`config.mk`:
```
export PLATFORM = sky130hd
export DESIGN_NAME = tex_spi_arbiter
export DESIGN_NICKNAME = d
export VERILOG_FILES = /design/src/rtl/tex_spi_pkg.sv /design/src/rtl/tex_rr_arbiter.sv /design/src/rtl/tex_spi_arbiter.sv
export SDC_FILE = /design/constraint.sdc
export NUM_CORES = 1
export LEC_CHECK = 0
export ABC_CLOCK_PERIOD_IN_PS = 3600
export BUFFER_PORTS_ARGS = -buffer_cell sky130_fd_sc_hd__buf_4
export CAP_MARGIN = 25
export CORE_ASPECT_RATIO = 0.8
export CORE_MARGIN = 2
export CORE_UTILIZATION = 31
export DETAILED_ROUTE_END_ITERATION = 10
export PLACE_DENSITY = 0.52
export RECOVER_POWER = 50
export SYNTH_ARGS = -nofsm -noshare
export SYNTH_HDL_FRONTEND = slang
export SYNTH_SLANG_ARGS = --single-unit
```
`constraint.sdc`:
```
create_clock -name clk -period 3.6 [get_ports clk]
set_input_delay 0.36 -clock clk [delete_from_list [all_inputs] [get_ports clk]]
set_output_delay 0.36 -clock clk [all_outputs]
set_load 0.02 [all_outputs]
```
`src/rtl/tex_spi_pkg.sv`:
```
// Shared constants and state encoding for the texture SPI flash arbiter.
// Dual-output reads are selected at build time with the TEX_DUALIO_EN macro.
package tex_spi_pkg;

    localparam logic [7:0] CMD_READ      = 8'h03;
    localparam logic [7:0] CMD_DUAL_READ = 8'h3B;
    localparam int         DUMMY_CYCLES  = 8;

    typedef enum logic [2:0] {
        ST_IDLE,
        ST_CMD,
        ST_ADDR,
        ST_DUMMY,
        ST_DATA,
        ST_DONE,
        ST_GAP
    } state_t;

endpackage

```
`src/rtl/tex_rr_arbiter.sv`:
```
// Two-way round-robin arbiter. A lone requester always wins; on a tie the
// requester that was not served last wins. The last-served pointer moves
// only when a grant is actually issued.
module tex_rr_arbiter (
    input  logic       clk,
    input  logic       reset,
    input  logic [1:0] i_req,
    input  logic       i_grantEn,
    output logic [1:0] o_gnt,
    output logic       o_id
);

    logic r_lastId;
    logic w_id;

    // Pick the winner from the request pattern and the last-served pointer
    always_comb begin
        w_id = 1'b0;
        if (i_req == 2'b10) begin
            w_id = 1'b1;
        end else if (i_req == 2'b11) begin
            w_id = ~r_lastId;
        end
        o_gnt = 2'b00;
        if (i_grantEn && (i_req != 2'b00)) begin
            o_gnt = w_id ? 2'b10 : 2'b01;
        end
    end

    assign o_id = w_id;

    // Remember who was served; reset so requester 0 wins the first tie
    always_ff @(posedge clk or posedge reset) begin
        if (reset) begin
            r_lastId <= 1'b1;
        end else if (i_grantEn && (i_req != 2'b00)) begin
            r_lastId <= w_id;
        end
    end

endmodule

```
`src/rtl/tex_spi_arbiter.sv`:
```
// Shares one texture SPI flash between two texel requesters. Each grant runs
// one read (command, address, data) at clk/2 in SPI mode 0, then pulses the
// winner's ack with the fetched texel and keeps csb high for a short gap.
// Build option: TEX_DUALIO_EN selects the dual-output read (0x3B + dummy).
module tex_spi_arbiter
    import tex_spi_pkg::*;
#(
    parameter int ADDR_BITS = 24,
    parameter int DATA_BITS = 6
) (
    input  logic                 clk,
    input  logic                 reset,
    input  logic                 i_enable,
    input  logic                 i_req0,
    input  logic [ADDR_BITS-1:0] i_addr0,
    output logic                 o_ack0,
    input  logic                 i_req1,
    input  logic [ADDR_BITS-1:0] i_addr1,
    output logic                 o_ack1,
    output logic [DATA_BITS-1:0] o_rdata,
    output logic                 o_busy,
    output logic                 o_tex_csb,
    output logic                 o_tex_sclk,
    output logic                 o_tex_out0,
    output logic                 o_tex_oeb0,
    input  logic [2:0]           i_tex_in
);

    localparam int TX_BITS = 8 + ADDR_BITS;

`ifdef TEX_DUALIO_EN
    localparam logic [7:0] CMD_BYTE   = CMD_DUAL_READ;
    localparam logic [7:0] DATA_LAST  = 8'(DATA_BITS / 2 - 1);
    localparam logic [7:0] DUMMY_LAST = 8'(DUMMY_CYCLES - 1);
`else
    localparam logic [7:0] CMD_BYTE   = CMD_READ;
    localparam logic [7:0] DATA_LAST  = 8'(DATA_BITS - 1);
`endif
    localparam logic [7:0] ADDR_LAST  = 8'(ADDR_BITS - 1);

    state_t               r_state;
    logic                 r_csb;
    logic                 r_sclk;
    logic [7:0]           r_cnt;
    logic [TX_BITS-1:0]   r_tx;
    logic [DATA_BITS-1:0] r_rx;
    logic [DATA_BITS-1:0] r_rdata;
    logic                 r_id;
    logic                 r_ack0;
    logic                 r_ack1;

    logic [1:0]           w_gnt;
    logic                 w_id;
    logic                 w_grantEn;
    logic [DATA_BITS-1:0] w_rxNext;
    logic                 w_unused;

    assign w_grantEn = (r_state == ST_IDLE) && i_enable;
    assign w_unused  = ^i_tex_in;

`ifdef TEX_DUALIO_EN
    logic r_oeb;
    assign w_rxNext   = DATA_BITS'({r_rx, i_tex_in[1], i_tex_in[0]});
    assign o_tex_oeb0 = r_oeb;
    assign o_tex_out0 = r_tx[TX_BITS-1] & ~r_oeb;

    // io[0] turns around to input from the start of the dummy phase until csb rises
    always_ff @(posedge clk or posedge reset) begin
        if (reset) begin
            r_oeb <= 1'b0;
        end else if (r_sclk && (r_cnt == 8'd0) && (r_state == ST_ADDR)) begin
            r_oeb <= 1'b1;
        end else if (r_sclk && (r_cnt == 8'd0) && (r_state == ST_DATA)) begin
            r_oeb <= 1'b0;
        end
    end
`else
    assign w_rxNext   = DATA_BITS'({r_rx, i_tex_in[1]});
    assign o_tex_oeb0 = 1'b0;
    assign o_tex_out0 = r_tx[TX_BITS-1];
`endif

    tex_rr_arbiter u_arb (
        .clk       (clk),
        .reset     (reset),
        .i_req     ({i_req1, i_req0}),
        .i_grantEn (w_grantEn),
        .o_gnt     (w_gnt),
        .o_id      (w_id)
    );

    assign o_busy     = (r_state != ST_IDLE);
    assign o_tex_csb  = r_csb;
    assign o_tex_sclk = r_sclk;
    assign o_ack0     = r_ack0;
    assign o_ack1     = r_ack1;
    assign o_rdata    = r_rdata;

    // Transaction sequencer: grant, shift out command/address on sclk falls, sample data, ack, gap
    always_ff @(posedge clk or posedge reset) begin
        if (reset) begin
            r_state <= ST_IDLE;
            r_csb   <= 1'b1;
            r_sclk  <= 1'b0;
            r_cnt   <= 8'd0;
            r_tx    <= '0;
            r_rx    <= '0;
            r_rdata <= '0;
            r_id    <= 1'b0;
            r_ack0  <= 1'b0;
            r_ack1  <= 1'b0;
        end else begin
            r_ack0 <= 1'b0;
            r_ack1 <= 1'b0;
            case (r_state)
                ST_IDLE: begin
                    if (w_gnt != 2'b00) begin
                        r_id    <= w_id;
                        r_tx    <= {CMD_BYTE, (w_id ? i_addr1 : i_addr0)};
                        r_csb   <= 1'b0;
                        r_sclk  <= 1'b0;
                        r_cnt   <= 8'd7;
                        r_state <= ST_CMD;
                    end
                end
                ST_CMD, ST_ADDR, ST_DUMMY, ST_DATA: begin
                    if (!r_sclk) begin
                        r_sclk <= 1'b1;
                    end else begin
                        r_sclk <= 1'b0;
                        r_tx   <= {r_tx[TX_BITS-2:0], 1'b0};
                        r_cnt  <= r_cnt - 8'd1;
                        if (r_state == ST_DATA) begin
                            r_rx <= w_rxNext;
                        end
                        if (r_cnt == 8'd0) begin
                            case (r_state)
                                ST_CMD: begin
                                    r_state <= ST_ADDR;
                                    r_cnt   <= ADDR_LAST;
                                end
`ifdef TEX_DUALIO_EN
                                ST_ADDR: begin
                                    r_state <= ST_DUMMY;
                                    r_cnt   <= DUMMY_LAST;
                                end
                                ST_DUMMY: begin
                                    r_state <= ST_DATA;
                                    r_cnt   <= DATA_LAST;
                                end
`else
                                ST_ADDR: begin
                                    r_state <= ST_DATA;
                                    r_cnt   <= DATA_LAST;
                                end
`endif
                                default: begin
                                    r_state <= ST_DONE;
                                    r_csb   <= 1'b1;
                                    r_rdata <= w_rxNext;
                                    r_ack0  <= ~r_id;
                                    r_ack1  <= r_id;
                                end
                            endcase
                        end
                    end
                end
                ST_DONE: begin
                    r_state <= ST_GAP;
                    r_cnt   <= 8'd1;
                end
                ST_GAP: begin
                    if (r_cnt == 8'd0) begin
                        r_state <= ST_IDLE;
                    end else begin
                        r_cnt <= r_cnt - 8'd1;
                    end
                end
                default: begin
                    r_state <= ST_IDLE;
                end
            endcase
        end
    end

endmodule

```
Yosys cells after proc, flatten, opt, wreduce, memory -nomap -nowiden
Index checks and enable logic that the tools add are counted.
{"block": "totals", "regBits": 60}
{"block": "classes", "bitwise_logic": 3, "addsub": 1, "reduce_logical": 19, "eq_ne": 14, "muxes": 35}
{"op": "$mux 32", "count": 2}
{"op": "$pmux 32 s2", "count": 1}
{"op": "$mux 8", "count": 4}
{"op": "$pmux 8 s4", "count": 1}
{"op": "$mux 24", "count": 1}
{"op": "$pmux 8 s2", "count": 1}
{"op": "$mux 1", "count": 15}
{"op": "$mux 3", "count": 4}
{"op": "$pmux 3 s4", "count": 1}
{"op": "$reduce_and 4->1", "count": 3}
{"op": "$ne 2x2->1 const B", "count": 5}
{"op": "$eq 3x3->1 const B", "count": 3}
{"op": "$logic_not 8->1", "count": 1}
{"op": "$sub 8x1->8 const B", "count": 1}
{"op": "$eq 3x2->1 const B", "count": 2}
{"op": "$pmux 3 s2", "count": 1}
{"op": "$reduce_and 3->1", "count": 2}
{"op": "$reduce_bool 2->1", "count": 3}
{"op": "$reduce_and 5->1", "count": 1}
{"op": "$eq 2x2->1 const B", "count": 2}
{"op": "$mux 2", "count": 2}
{"op": "$pmux 1 s2", "count": 2}
{"op": "$reduce_and 2->1", "count": 2}
{"op": "$reduce_bool 4->1", "count": 1}
{"op": "other kinds (8)", "count": 11}

Depth between registers and ports, before layout
Gate-level depths: netlist of run 1.
{"block": "depth", "depth_word": 8, "depth_mapped": 8, "mapped_depth_nobuf": 7}

Modules after synthesis
A second synthesis of run 1 with hierarchy kept.
{"block": "hier_totals", "cells_unflattened": 349, "area_unflattened_um2": 3225.6}
{"module": "tex_spi_arbiter", "n_inst": 1, "cells_each": 340, "area_per_inst_um2": 3154.3, "seq_area_each_um2": 1477.7}
{"module": "tex_rr_arbiter", "n_inst": 1, "cells_each": 9, "area_per_inst_um2": 71.3, "seq_area_each_um2": 26.3}

Worst setup path before layout of run 1
No wires, ideal clock.
{"block": "synth_timing", "path_kind": "register to register", "startpoint": "register r_cnt[0]", "endpoint": "register r_cnt[5]", "t_arrival_ps": 1848, "path_stages_with_launch": 8, "required_ps": 3479, "setup_slack_ps": 1631, "synth_period_minus_slack_ps": 1969, "cell_sequence": "dfrtp_1 > inv_1 > ha_1 > nor4b_1 > nand2_1 > o2111ai_1 > o21ai_0 > a22o_2"}
{"block": "synth_via", "elab_chain_cells": 5, "word_cells_on_any_way": 9, "classes_between": "add/sub: 1; eq/ne: 1; mux: 5; reduce/logical: 2"}
{"item": "from (decl)", "line_no": "tex_spi_arbiter.sv:44", "source": "logic [7:0] r_cnt;"}
{"item": "from (signal assigned)", "line_no": "tex_spi_arbiter.sv:132", "source": "r_cnt <= r_cnt - 8'd1;"}
{"item": "from (signal assigned)", "line_no": "tex_spi_arbiter.sv:176", "source": "r_cnt <= r_cnt - 8'd1;"}
{"item": "$sub 8x1->8", "line_no": "tex_spi_arbiter.sv:132, tex_spi_arbiter.sv:176"}
{"item": "$pmux 8 s2", "line_no": "tex_spi_arbiter.sv:137", "source": "case (r_state)"}
{"item": "$mux 8", "line_no": "tex_spi_arbiter.sv:136", "source": "if (r_cnt == 8'd0) begin"}
{"item": "$mux 8", "line_no": "tex_spi_arbiter.sv:127", "source": "if (!r_sclk) begin"}
{"item": "$pmux 8 s4", "line_no": "tex_spi_arbiter.sv:115", "source": "case (r_state)"}
Several ways; a longest one is shown, not always the timed one. The select of a mux whose other input is x is not followed.
A chain may end at the register's enable or synchronous reset.

Worst setup path after layout of run 1
{"block": "layout_timing", "startpoint": "register r_cnt[0]", "endpoint": "register r_cnt[3]"}
Same word-level chain as after synthesis.

==> results.json, run 1 <==
{
  "outcome": "finished, violations left",
  "violations": "max-capacitance violations, max-slew violations",
  "n_antenna_cell": 0,
  "slew_headroom_pct": -3.31,
  "drv_slew": 41,
  "synth_fp_nets": 402,
  "io-pin-count": 69,
  "overflow": 0,
  "power.switching_mw": 1.61,
  "rsz0062_at_grt": "false",
  "p_int_mw": 2.32,
  "dieArea_mm2": 0.0109,
  "grt_use_total_pct": 13.0,
  "period_share_pct": 67.6,
  "firstDrtPassIters": 4,
  "swShare_pct": 40.9,
  "slowest_delay_ps": 550,
  "rr_worst_depth": 7,
  "grt_pass1_wl_mm": 11.1,
  "path_max_fanout": 12,
  "timing.hold.worst.class": "in2reg",
  "dp_slack_ps": 1170,
  "dp.final_hpwl_mm": 4.87,
  "layout-drive-gt1-share_pct": 23.8,
  "post_drt_wl_per_cell_um": 12.7,
  "synthSimpleGateAreaFrac_pct": 17.4,
  "synthAdderAreaFrac_pct": 0.800,
  "cts.sinks": 60,
  "required_ps": 3810,
  "clk_pin_slew_ps": 50,
  "yosys-top-cells-count": "dfrtp_1, nand2_1, o21ai_0",
  "synth_top_family_by_area": "simple AND/OR/NAND/NOR gates",
  "port_buffers": 65,
  "synthCells": 344,
  "setup_ws_ps": 1160,
  "die_x_um": 116,
  "crit_buf_inv": 1,
  "crit_chain": "inv_1 > ha_1 > nor4b_1 > a21oi_1 > o22a_1 > nor2b_1 > a32o_1",
  "postLayoutCoreUtil_pct": 41.4,
  "syn_to_final_growth_pct": 28.9,
  "first_global_vias": 2358,
  "cp_slowest_cell": "nor4b_1",
  "finalWirelength_mm": 6.88,
  "min_period_ps": 2440,
  "synth_edf_count": 0,
  "p_leak_nw": 1.86,
  "synth_top_area_share_pct": 46.4,
  "yosysMostFrequentCell": "dfrtp_1",
  "initial_core_util_pct": 32.2,
  "ys_types": 47,
  "ys.flop_type": "dfrtp_1",
  "cts_resized": 0,
  "clock_latency_ps": 320,
  "seq_power_share_pct": 32.1,
  "finalSetupTns_ps": 0,
  "drc": 0,
  "cts_inserted_buffers": 9,
  "crit_type": "reg2reg",
  "setup_violations": 0,
  "ir_drop_uv": 541,
  "postRouteAntennaNets": 0,
  "fp-row-count": 32,
  "endpoint_kind": "flop",
  "gp_congestion": 0.828,
  "synth_compound_area_share_pct": 17.0,
  "syn_area_mm2": 0.00313,
  "p_clk_share_pct": 22.9,
  "tightest_slew_ps": 1550,
  "synthTopCellsByArea": "dfrtp_1, mux2i_1, o21ai_0",
  "yosys_warnings": 0,
  "fmax_mhz": 411,
  "cts_root_buf": "clkbuf_16",
  "fp.dieH_um": 93.8,
  "fin_cells": 543,
  "antenna_found_initial": 0,
  "grt_max_degree": 47,
  "drtIter0Drc": 182,
  "cp.arrival_ps": 2650,
  "num_vias": 2584,
  "nFillCells": 986,
  "cts_tree": "built",
  "crit_family": "simple AND/OR/NAND/NOR gates",
  "ctsHoldBuffers": 0,
  "critPathLaunchType": "flop",
  "cts_setup_buffers": 0,
  "hold_depth": 2,
  "crit_cells": 7,
  "place_inst": 526,
  "synthArstFlopShare_pct": 100,
  "num-nets-final": 460,
  "ys_seq_area_share_pct": 48.1,
  "htree_num_levels": 3,
  "core_area_mm2": 0.00973,
  "combPwrFrac_pct": 45.0,
  "via_per_inst": 4.76,
  "avgSynthCellArea_um2": 9.09,
  "pwr_density_cell_mw_per_mm2": 974,
  "ys_ff_latch": 60,
  "skew_ps": 3.90,
  "synth.area.mux_share_pct": 12.0,
  "finalHoldViolations": 0,
  "cap_viol_max_count": 1,
  "synth_area_leader_cell": "dfrtp_1",
  "synth-xor-area-share_pct": 0.560,
  "cts_buffer_depth": 2
}
[per-layer routing]
metal,part of all wire (%),GRT usage [%],up-vias
li1,-,-,1317
met1,51,18.5,1201
met2,43,18.2,57
met3,4.4,4.19,9
met4,1.6,4.76,0
met5,0,0,-
[power groups by stage]
stage	registers, mW	clock network, mW	logic (mW)
5_1_grt	1.31	0.953	2.01
3_5_place_dp	1.26	0	1.81
3_3_place_gp	1.26	0	1.77
4_1_cts	1.26	0.927	1.81
6_report	1.26	0.899	1.77
2_1_floorplan	1.21	0	1.40
[final cells by class]
type	count	area [um^2]	area share, %
Clock buffer	15	288	7.14
Clock inverter	1	30.0	0.745
Inverter	6	22.5	0.558
Multi-Input combinational cell	255	1510	37.5
Sequential cell	60	1500	37.3
Tap cell	136	170	4.22
Timing Repair Buffer	70	504	12.5
[path summary, 6_finish.rpt]
check,end,from,slack [ps]
max in group asynchronous,r_tx[31],reset,1390
min,r_rx[0],i_tex_in[1],280
max reg2reg,r_cnt[3],r_cnt[0],1160
max,r_cnt[3],r_cnt[0],1160
min in group asynchronous,r_tx[17],reset,510
min reg2reg,o_ack0,r_id,430
[placed cells by master (no fill, tap or decap), drive strengths merged, types with 2 or more instances in the layout]
cell type  synthesis  layout
nand2             52      52
mux2i             25      25
a21oi             33      33
xnor2              2       2
or3                2       2
a22o               4       4
clkbuf            12      25
nand2b             5       5
nor4               2       2
nor3               5       5
dfrtp             58      58
and2               2       2
a31oi              2       2
buf               11      60
mux2              11      11
o21ai             42      42
nor2              34      34
a21boi             2       2
nand3             11      11
dfstp              2       2
ha                 2       2
nor2b              2       2
inv                6       6
[cells by family after synthesis]
kind of cell	count (synthesis)
flops	60
fa+ha+maj	2
other cells	1
buf+inv	29
xor+xnor	2
simple gates	122
compound gates	92
mux	36
[sequential cells by signal, summed over array words and instances (netlist names)]
name and cells:
o_tex_csb 1, o_rdata 6, o_ack1 1, u_arb.r_lastId 1, o_tex_sclk 1, r_id 1
r_rx 5, r_state 3, o_ack0 1, r_tx 32, r_cnt 8
[stage by stage]
stage	hold WS, ps	total power, mW	instance area [um^2]
global placement	414	3.03	3730
detailed placement	415	3.07	3730
finish	277	3.93	4030
global route	276	4.27	4030
floorplan	403	2.62	3130
CTS	259	4.00	4050
Power figures use the tool's default switching activity.
==> run 2, diff against run 1 <==
--- a/config.mk
+++ b/config.mk
@@ -5,14 +5,15 @@
 export SDC_FILE = /design/constraint.sdc
 export NUM_CORES = 1
 export LEC_CHECK = 0
-export ABC_CLOCK_PERIOD_IN_PS = 3600
+export ABC_AREA = 1
+export ABC_CLOCK_PERIOD_IN_PS = 2530
 export BUFFER_PORTS_ARGS = -buffer_cell sky130_fd_sc_hd__buf_4
 export CAP_MARGIN = 25
 export CORE_ASPECT_RATIO = 0.8
 export CORE_MARGIN = 2
 export CORE_UTILIZATION = 31
 export DETAILED_ROUTE_END_ITERATION = 10
-export PLACE_DENSITY = 0.52
+export PLACE_DENSITY = 0.51
 export RECOVER_POWER = 50
 export SYNTH_ARGS = -nofsm -noshare
 export SYNTH_HDL_FRONTEND = slang
==> constraint.sdc (replaced) <==
create_clock -name clk -period 2.53 [get_ports clk]
set_input_delay 0.253 -clock clk [delete_from_list [all_inputs] [get_ports clk]]
set_output_delay 0.253 -clock clk [all_outputs]
set_load 0.02 [all_outputs]
==> results.json, run 2 <==
{
  "outcome": "finished clean",
  "synth_fp_nets": 463,
  "ir_drop_uv": 291,
  "fmax_mhz": 530,
  "syn_to_final_growth_pct": 26.0,
  "synth_area_leader_cell": "dfrtp_1",
  "pwr_density_cell_mw_per_mm2": 568,
  "ys_types": 34,
  "syn_area_mm2": 0.00321,
  "skew_ps": 7.20,
  "regToRegSetupSlack_ps": 640,
  "critPathLaunchType": "flop",
  "path_max_fanout": 52,
  "cts_inserted_buffers": 9,
  "grt_max_degree": 53,
  "num-nets-final": 527,
  "die_x_um": 118,
  "synth_edf_count": 0,
  "fp.dieH_um": 95.1,
  "required_ps": 2720,
  "postLayoutCoreUtil_pct": 39.9,
  "dieArea_mm2": 0.0112,
  "cts_buffer_depth": 2,
  "cts.sinks": 60,
  "io-pin-count": 69,
  "cp_slowest_cell": "dfrtp_1",
  "cap_viol_max_count": 0,
  "antenna_found_initial": 0,
  "synthCells": 405,
  "rsz0062_at_grt": "false",
  "avgSynthCellArea_um2": 7.94,
  "drc": 0,
  "hold_depth": 3,
  "grt_use_total_pct": 13.1,
  "setup_violations": 0,
  "gp_congestion": 0.836,
  "ys_ff_latch": 60,
  "crit_chain": "inv_1 > nand2_2 > nand2_2 > nand2_4 > inv_4 > nand2_2 > nand2_2 > inv_2 > buf_12 > nand2_1 > o21ai_0",
  "clock_latency_ps": 320,
  "cts_tree": "built",
  "period_share_pct": 74.6,
  "final_cell_mix": "nand2_1, inv_1, dfrtp_1",
  "finalSetupTns_ps": 0,
  "rr_worst_depth": 11,
  "finalHoldViolations": 0,
  "slew_headroom_pct": 29.1,
  "p_leak_nw": 2.07,
  "crit_cells": 11,
  "cts_root_buf": "clkbuf_16",
  "synth_top_area_share_pct": 45.2,
  "crit_type": "reg2reg",
  "endpoint_kind": "flop",
  "dp.final_hpwl_mm": 5.02,
  "clk_pin_slew_ps": 60,
  "crit_family": "buffers and inverters",
  "grt_pass1_wl_mm": 11.7,
  "slowest_delay_ps": 430,
  "layout-drive-gt1-share_pct": 22.2,
  "overflow": 0,
  "drtIter0Drc": 136,
  "cp.arrival_ps": 2080,
  "first_global_vias": 2408,
  "critPathMostFrequentCell": "nand2_2",
  "initial_core_util_pct": 31.6,
  "num_vias": 2783,
  "cts_resized": 0,
  "via_per_inst": 4.54,
  "yosys_warnings": 0,
  "yosysMostFrequentCell": "nand2_1",
  "ys_seq_area_share_pct": 46.8,
  "crit_buf_inv": 4,
  "fp-row-count": 33,
  "firstDrtPassIters": 4,
  "core_area_mm2": 0.0102,
  "timing.hold.worst.class": "in2reg",
  "port_buffers": 65,
  "min_period_ps": 1890,
  "drv_slew": 0,
  "yosys-top-cells-count": "nand2_1, inv_1, dfrtp_1",
  "postRouteAntennaNets": 0,
  "tightest_slew_ps": 1060,
  "final_common_cell": "nand2_1",
  "htree_num_levels": 3,
  "largest_reg_flops": 32,
  "regMostFlops": "r_tx",
  "n_antenna_cell": 0,
  "ys.flop_type": "dfrtp_1",
  "synthArstFlopShare_pct": 100,
  "finalWirelength_mm": 7.15,
  "synthTopCellsByArea": "dfrtp_1, nand2_1, inv_1",
  "post_drt_wl_per_cell_um": 11.7
}
==> run 2: cell types whose count changed in the layout (fill, tap and decap cells not counted), moves of 4 or more <==
cell	delta
mux2i_1	-24
o22ai_1	+26
o21ai_1	+10
nor2_1	+15
clkbuf_8	-4
inv_1	+55
mux2_2	-11
nand2_1	+18
nand2_2	+7
nand2b_1	-5
o21ai_2	+10
a21oi_1	-22
==> run 2: area by class of cell <==
class | count | area [um^2]
fillers | 1074 | 6110
multi-input cells | 263 | 1330
flip-flops and latches | 60 | 1500
repair buffers | 70 | 500
well taps | 140 | 175
clock inverters | 6 | 66.3
clock buffers | 9 | 225
inverters | 65 | 246
==> run 2: cell families (layout without fill, tap and decap cells) <==
kind of cell | count (synthesis) | in the layout | share of synthesized area [%]
xor gates and xnor gates | 2 | 2 | 0.545
muxes | 1 | 1 | 0.311
other | 1 | 1 | 0.117
and+or+nand+nor | 151 | 151 | 20.2
buffers and inverters | 82 | 150 | 11.8
adders and majority gates | 2 | 2 | 0.778
AOI/OAI and AO/OA | 106 | 106 | 19.5
DFF | 60 | 60 | 46.8
==> run 2: power by group <==
part | total (mW) | leakage (nW) | switching [mW] | internal, mW
logic | 0.149 | 1.31 | 0.0708 | 0.0781
registers | 0.964 | 0.627 | 0.000986 | 0.963
clock network | 1.19 | 0.134 | 0.432 | 0.755
==> run 2: what timing repair did <==
item | CTS | global route
hold buffers | 1 | 0
buffers inserted | 0 | 0
hold endpoints to repair | 9 | 0
==> run 2: metal layers <==
metal,GRT usage (%),routed length (um),share of wire (%),vias up
met5,0,0,0,-
met4,4.22,77,1.1,0
met3,3.71,420,5.9,7
met2,18.5,2960,41,80
met1,19.1,3690,52,1257
li1,-,-,-,1439
==> run 2: final timing paths <==
path / start / to
setup / recovery: r_state[1] / r_tx[23]
max in group asynchronous: reset / r_cnt[7]
hold reg to reg: r_id / o_ack0
hold / removal: i_tex_in[1] / o_rdata[0]
min in group asynchronous: reset / r_tx[4]
setup reg to reg: r_state[1] / r_tx[23]
==> run 2: tightest hold or removal path, stage by stage <==
cell and delay (ps):
buf_4 100, inv_1 60, a21oi_1 60
==> run 2: per-stage QoR <==
step	area, um^2	power, mW	hold slack, ps	cells	setup slack, ps
global route	4050	2.40	192	613	423
global placement	3790	1.13	195	597	681
CTS	4090	2.34	187	613	642
floorplan	3210	1.05	391	405	796
finish	4050	2.30	193	613	642
detailed placement	3790	1.13	194	597	654
